### config.mk
export PLATFORM = sky130hd
export DESIGN_NAME = obi_err_sub
export DESIGN_NICKNAME = d
export VERILOG_FILES = /design/src/rtl/obi_err_sub.sv
export SDC_FILE = /design/constraint.sdc
export NUM_CORES = 1
export LEC_CHECK = 0
export CAP_MARGIN = 20
export CORE_MARGIN = 8
export CORE_UTILIZATION = 31
export DETAILED_ROUTE_END_ITERATION = 10
export GPL_TIMING_DRIVEN = 1
export HOLD_SLACK_MARGIN = 0.15
export PLACE_DENSITY = 0.83
export SLEW_MARGIN = 25
export SYNTH_ARGS = -nofsm -noshare
export SYNTH_HDL_FRONTEND = slang
export SYNTH_SLANG_ARGS = --single-unit
### constraint.sdc
create_clock -name clk_i -period 1.3 [get_ports clk_i]
set_clock_uncertainty 0.15 [all_clocks]
set_input_delay 0.13 -clock clk_i [delete_from_list [all_inputs] [get_ports clk_i]]
set_output_delay 0.13 -clock clk_i [all_outputs]
set_load 0.05 [all_outputs]
### src/rtl/obi_err_sub.sv
// OBI error subordinate. It sits behind unmapped address ranges, grants
// requests, answers each one in order with err=1, and holds the first
// faulting address for software to read.

package obi_pkg;

  typedef struct packed {
    int unsigned AddrWidth;
    int unsigned DataWidth;
    int unsigned IdWidth;
    logic        UseRReady;
  } obi_cfg_t;

  localparam obi_cfg_t ObiDefaultConfig = '{
    AddrWidth: 32,
    DataWidth: 32,
    IdWidth:   4,
    UseRReady: 1'b0
  };

  typedef struct packed {
    logic [31:0] addr;
    logic        we;
    logic [3:0]  be;
    logic [31:0] wdata;
    logic [3:0]  aid;
  } obi_a_chan_t;

  typedef struct packed {
    logic        req;
    obi_a_chan_t a;
    logic        rready;
  } obi_req_t;

  typedef struct packed {
    logic [31:0] rdata;
    logic [3:0]  rid;
    logic        err;
    logic        r_optional;
  } obi_r_chan_t;

  typedef struct packed {
    logic        gnt;
    logic        rvalid;
    obi_r_chan_t r;
  } obi_rsp_t;

endpackage

module obi_err_sub #(
  parameter obi_pkg::obi_cfg_t ObiCfg      = obi_pkg::ObiDefaultConfig,
  parameter type               obi_req_t   = obi_pkg::obi_req_t,
  parameter type               obi_rsp_t   = obi_pkg::obi_rsp_t,
  parameter int unsigned       NumMaxTrans = 1,
  parameter logic [31:0]       RspData     = 32'hBADCAB1E
) (
  input  logic                        clk_i,
  input  logic                        rst_ni,
  input  obi_req_t                    obi_req_i,
  output obi_rsp_t                    obi_rsp_o,
  output logic                        err_valid_o,
  output logic [ObiCfg.AddrWidth-1:0] err_addr_o,
  output logic                        err_we_o,
  input  logic                        err_clr_i
);

  localparam int unsigned AddrWidth = ObiCfg.AddrWidth;
  localparam int unsigned DataWidth = ObiCfg.DataWidth;
  localparam int unsigned IdWidth   = ObiCfg.IdWidth;
  localparam int unsigned IdW       = (IdWidth == 0) ? 1 : IdWidth;
  localparam int unsigned PtrW      = (NumMaxTrans > 1) ? $clog2(NumMaxTrans) : 1;
  localparam int unsigned CntW      = $clog2(NumMaxTrans + 1);
  localparam int unsigned Slots     = 2 ** PtrW;

  // Storage is sized to the full pointer range so indexing is exact-width;
  // the pointers themselves only ever visit 0..NumMaxTrans-1.
  logic [IdW-1:0]  fifo_q [Slots];
  logic [PtrW-1:0] wr_ptr_q, rd_ptr_q;
  logic [CntW-1:0] count_q;

  logic full, empty, gnt, rvalid, rready_eff, push, pop;

  logic                 err_valid_q;
  logic [AddrWidth-1:0] err_addr_q;
  logic                 err_we_q;

  logic unused_bits;
  assign unused_bits = ^{obi_req_i.a.be, obi_req_i.a.wdata};

  function automatic logic [PtrW-1:0] next_ptr(input logic [PtrW-1:0] p);
    return (p == PtrW'(NumMaxTrans - 1)) ? '0 : p + PtrW'(1);
  endfunction

  // Grant/response handshake decode and response payload; both channels are
  // held quiet while reset is asserted.
  always_comb begin
    full       = (count_q == CntW'(NumMaxTrans));
    empty      = (count_q == '0);
    gnt        = obi_req_i.req && !full && rst_ni;
    rvalid     = !empty && rst_ni;
    rready_eff = ObiCfg.UseRReady ? obi_req_i.rready : 1'b1;
    push       = gnt;
    pop        = rvalid && rready_eff;

    obi_rsp_o         = '0;
    obi_rsp_o.gnt     = gnt;
    obi_rsp_o.rvalid  = rvalid;
    obi_rsp_o.r.rdata = DataWidth'(RspData);
    obi_rsp_o.r.rid   = IdWidth'(fifo_q[rd_ptr_q]);
    obi_rsp_o.r.err   = 1'b1;
  end

  // ID storage is plain data; validity comes from the count, so no reset.
  always_ff @(posedge clk_i) begin
    if (push) begin
      fifo_q[wr_ptr_q] <= IdW'(obi_req_i.a.aid);
    end
  end

  // FIFO pointers and occupancy; reset drops every outstanding ID.
  always_ff @(posedge clk_i) begin
    if (!rst_ni) begin
      wr_ptr_q <= '0;
      rd_ptr_q <= '0;
      count_q  <= '0;
    end else begin
      if (push) begin
        wr_ptr_q <= next_ptr(wr_ptr_q);
      end
      if (pop) begin
        rd_ptr_q <= next_ptr(rd_ptr_q);
      end
      case ({push, pop})
        2'b10:   count_q <= count_q + CntW'(1);
        2'b01:   count_q <= count_q - CntW'(1);
        default: count_q <= count_q;
      endcase
    end
  end

  // First-fault capture; a clear always wins over a simultaneous handshake.
  always_ff @(posedge clk_i) begin
    if (!rst_ni || err_clr_i) begin
      err_valid_q <= 1'b0;
      err_addr_q  <= '0;
      err_we_q    <= 1'b0;
    end else if (push && !err_valid_q) begin
      err_valid_q <= 1'b1;
      err_addr_q  <= AddrWidth'(obi_req_i.a.addr);
      err_we_q    <= obi_req_i.a.we;
    end
  end

  assign err_valid_o = err_valid_q;
  assign err_addr_o  = err_addr_q;
  assign err_we_o    = err_we_q;

`ifndef SYNTHESIS
  logic           stall_q;
  logic [IdW-1:0] prev_rid_q;

  // Remember a stalled response so its stability can be checked next cycle.
  always_ff @(posedge clk_i) begin
    if (!rst_ni) begin
      stall_q    <= 1'b0;
      prev_rid_q <= '0;
    end else begin
      stall_q    <= rvalid && !rready_eff;
      prev_rid_q <= fifo_q[rd_ptr_q];
    end
  end

  // FIFO overflow/underflow and response-hold sanity checks.
  always_ff @(posedge clk_i) begin
    if (rst_ni) begin
      assert (!(pop && empty));
      assert (!(push && full));
      if (stall_q) begin
        assert (rvalid && (fifo_q[rd_ptr_q] == prev_rid_q));
      end
    end
  end
`endif

endmodule

==> flow_metrics.py <==
metrics = {
    "cells_and_area": {
        "drive_above_1_share_pct": 23.66,
        "diodes": 0,
        "design_area_um2": 3423,
        "final_util_pct": 50.95,
        "area_growth_syn_to_layout_pct": 61.51,
        "nNetsFinal": 356,
        "layout.cells.non_filler": 359,
    },
    "power_and_ir_drop": {
        "power.switching_uw": 928.9,
        "p_comb_share_pct": 26.5,
        "p_leak_nw": 1.309,
        "switching_share_pct": 30.19,
        "p_seq_share_pct": 41.4,
        "p_total_mw": 3.077,
        "peakVddDrop_uv": 424.9,
        "power_density_nw_per_um2": 898.8,
        "clkPwrFrac_pct": 32.2,
        "p_int_mw": 2.148,
    },
    "die": {
        "top_level_ports": 152,
        "die_x_um": 98.69,
        "die-area_um2": 9739,
        "core_um2": 6719,
        "start_util_pct": 31.55,
        "die_y_um": 98.69,
        "num_rows": 30,
    },
    "routing": {
        "vias": 1609,
        "wl_met2_mm": 2.672,
        "dr_wl_met3_um": 468,
        "wire_per_inst_um": 14.93,
        "postRouteAntennaNets": 0,
        "drt-initial-drc-count": 38,
        "wl_met1_mm": 2.166,
        "drc": 0,
        "post_drt_via_cell_ratio": 4.482,
        "drt_pre_antenna_iters": 4,
        "wirelength_mm": 5.361,
        "top_layer": "met4",
    },
    "cts": {
        "clock_latency_ns": 0.29,
        "clk_pin_slew_ns": 0.08,
        "cts_inserted_buffers": 5,
        "cts_tree": "built",
        "clock_sinks": 39,
        "clock_path_buffers": 2,
        "root_buffer": "clkbuf_8",
        "cts_max_level": 2,
        "ctsHoldBuffers": 0,
    },
    "synth": {
        "synthCells": 202,
        "syn_area_um2": 2120,
        "ys_seq_area_share_pct": 38.72,
        "synthXorXnorAreaFrac_pct": 0,
        "synth_top_area_cell": "dfxtp_1",
        "ys_top_cells_by_area": "dfxtp_1, nand3b_1, mux2i_1",
        "synthAdderAreaFrac_pct": 0,
        "ys_types": 14,
        "syn_area_per_cell_um2": 10.49,
        "synth-compound-area-share_pct": 0.4723,
        "yosysTopAreaCellShare_pct": 33.06,
        "yosys_register_bits": 39,
        "synth_top_family_by_area": "simple AND/OR/NAND/NOR gates",
        "muxShareOfSynthArea_pct": 15.58,
        "synthSimpleGateAreaFrac_pct": 25.74,
        "ys.warnings.count": 0,
    },
    "sta": {
        "setup_viol": 34,
        "fmax_mhz": 709.1,
        "hold_violations": 0,
        "rsz0062_at_grt": "yes",
        "maxSlewViolCount": 0,
        "period_minus_slack_ns": 1.410,
        "fin_crit_sh_pct": 108.5,
        "timing.final.ws_setup_ns": -0.1102,
    },
    "worst_setup_path": {
        "cp_max_fo": 8,
        "critPathTopFamily": "flip-flops",
        "critical-path-max-stage-delay_ns": 0.36,
        "critical_path_class": "reg2reg",
        "cp.arrival_ns": 1.47,
        "crit_slowest_cell": "dfxtp_4",
        "crit_chain": "nor4bb_4 -> buf_6 -> buf_8 -> mux2i_1",
        "crit_path_start_kind": "flop",
        "end_kind": "flop",
        "r2r_slack_ns": -0.11,
        "required_ns": 1.36,
        "worst-path-buf-inv": 2,
    },
    "grt": {
        "grt_pass1_vias": 1800,
        "grt.overflow.total": 0,
        "grt_usage_pct": 11.24,
        "grt_pass1_wl_mm": 9.004,
        "grt_max_degree": 68,
        "antenna_found_initial": 0,
    },
    "place": {
        "place.gp.congestion": 0.7098,
        "dpl_cell_area_um2": 3223,
        "dp_cells": 347,
        "dp_slack_ns": -0.4297,
        "place_hpwl_mm": 3.940,
        "io_buffers": 80,
    },
    "status": {
        "status": "finished, violations left",
        "violations": "negative setup slack",
    },
    "min_path": {
        "hp-class": "in2reg",
    },
    "job": {
        "drv_cap": 0,
    },
}
worst paths after layout:
check	from	end	depth (start not counted)
worst max-delay path	err_valid_o$_SDFFE_PP0P_	err_addr_o[8]$_SDFFE_PP0P_	4
worst min register to register	err_addr_o[22]$_SDFFE_PP0P_	err_addr_o[22]$_SDFFE_PP0P_	2
worst max register to register	err_valid_o$_SDFFE_PP0P_	err_addr_o[8]$_SDFFE_PP0P_	4
worst min-delay path	obi_req_i[74]	count_q$_SDFFE_PN0P_	4
sequential cells by signal (all words and copies together), names as in the netlist:
name         cells
err_addr_o      32
fifo_q           4
count_q          1
err_valid_o      1
err_we_o         1
power by group through the flow:
stage	registers [mW]	logic, mW	clock network, mW
CTS	1.27	0.808	1.03
global placement	1.30	0.768	0
finish	1.27	0.814	0.990
global route	1.28	0.853	1.08
detailed placement	1.30	0.776	0
floorplan	1.38	0.500	0
routing by layer:
layer  global-route usage (%)  up-vias
li1                         -      775
met1                    12.10      759
met2                    19.36       68
met3                    4.863        7
met4                    3.542        0
met5                        0        -
per-stage QoR:
| stage | setup TNS (ns) | hold WS [ns] |
|---|---|---|
| after floorplan | -1.805 | 0.07887 |
| after CTS | -2.883 | 0.2327 |
| after global placement | -13.14 | 0.3583 |
| after global routing | -4.709 | 0.2236 |
| final | -2.474 | 0.2093 |
| after detailed placement | -14.04 | 0.3633 |
final cells by class:
| type | instances | area, um^2 |
|---|---|---|
| multi-input combinational | 139 | 1026 |
| timing repair buffer | 92 | 1358 |
| tap | 80 | 100.1 |
| inverter | 1 | 3.754 |
| sequential | 39 | 828.3 |
| clock buffer | 5 | 68.82 |
| clock inverter | 3 | 38.79 |
| fill | 585 | 3296 |
worst register-to-register path, stage by stage (launching register included):
cell	delay, ns
dfxtp_4	0.36
nor4bb_4	0.29
buf_6	0.18
buf_8	0.15
mux2i_1	0.20
cell usage in the layout (no fill, tap or decap), drive strengths merged:
cell type / count
o211a: 1
mux2i: 33
edfxtp: 4
nor2b: 1
buf: 53
nor4bb: 1
conb: 34
nand3b: 66
clkbuf: 5
inv: 1
bufinv: 1
dfxtp: 35
dlymetal6s2s: 1
and2: 3
clkinv: 2
clkdlybuf4s50: 38
synthesized netlist by cell type, drive strengths merged:
master / count
o211a: 1
nand3b: 66
and2: 3
nor2b: 1
inv: 1
clkbuf: 14
buf: 41
mux2i: 33
dfxtp: 35
nor4bb: 1
edfxtp: 4
conb: 2
cell families after synthesis:
family,Yosys count
AOI/OAI and AO/OA,1
buffers and inverters,56
DFF,39
muxes,33
other,2
and+or+nand+nor,71
what timing repair did:
| action | CTS | global route |
|---|---|---|
| pin swaps | 2 | 0 |
| gates cloned | 2 | 0 |
| setup endpoints to repair | 35 | 35 |
| setup buffers | 2 | 0 |
| hold endpoints to repair | 0 | 0 |
| gates resized for setup | 14 | 7 |
Note: power is estimated with default switching activity, not from simulation.
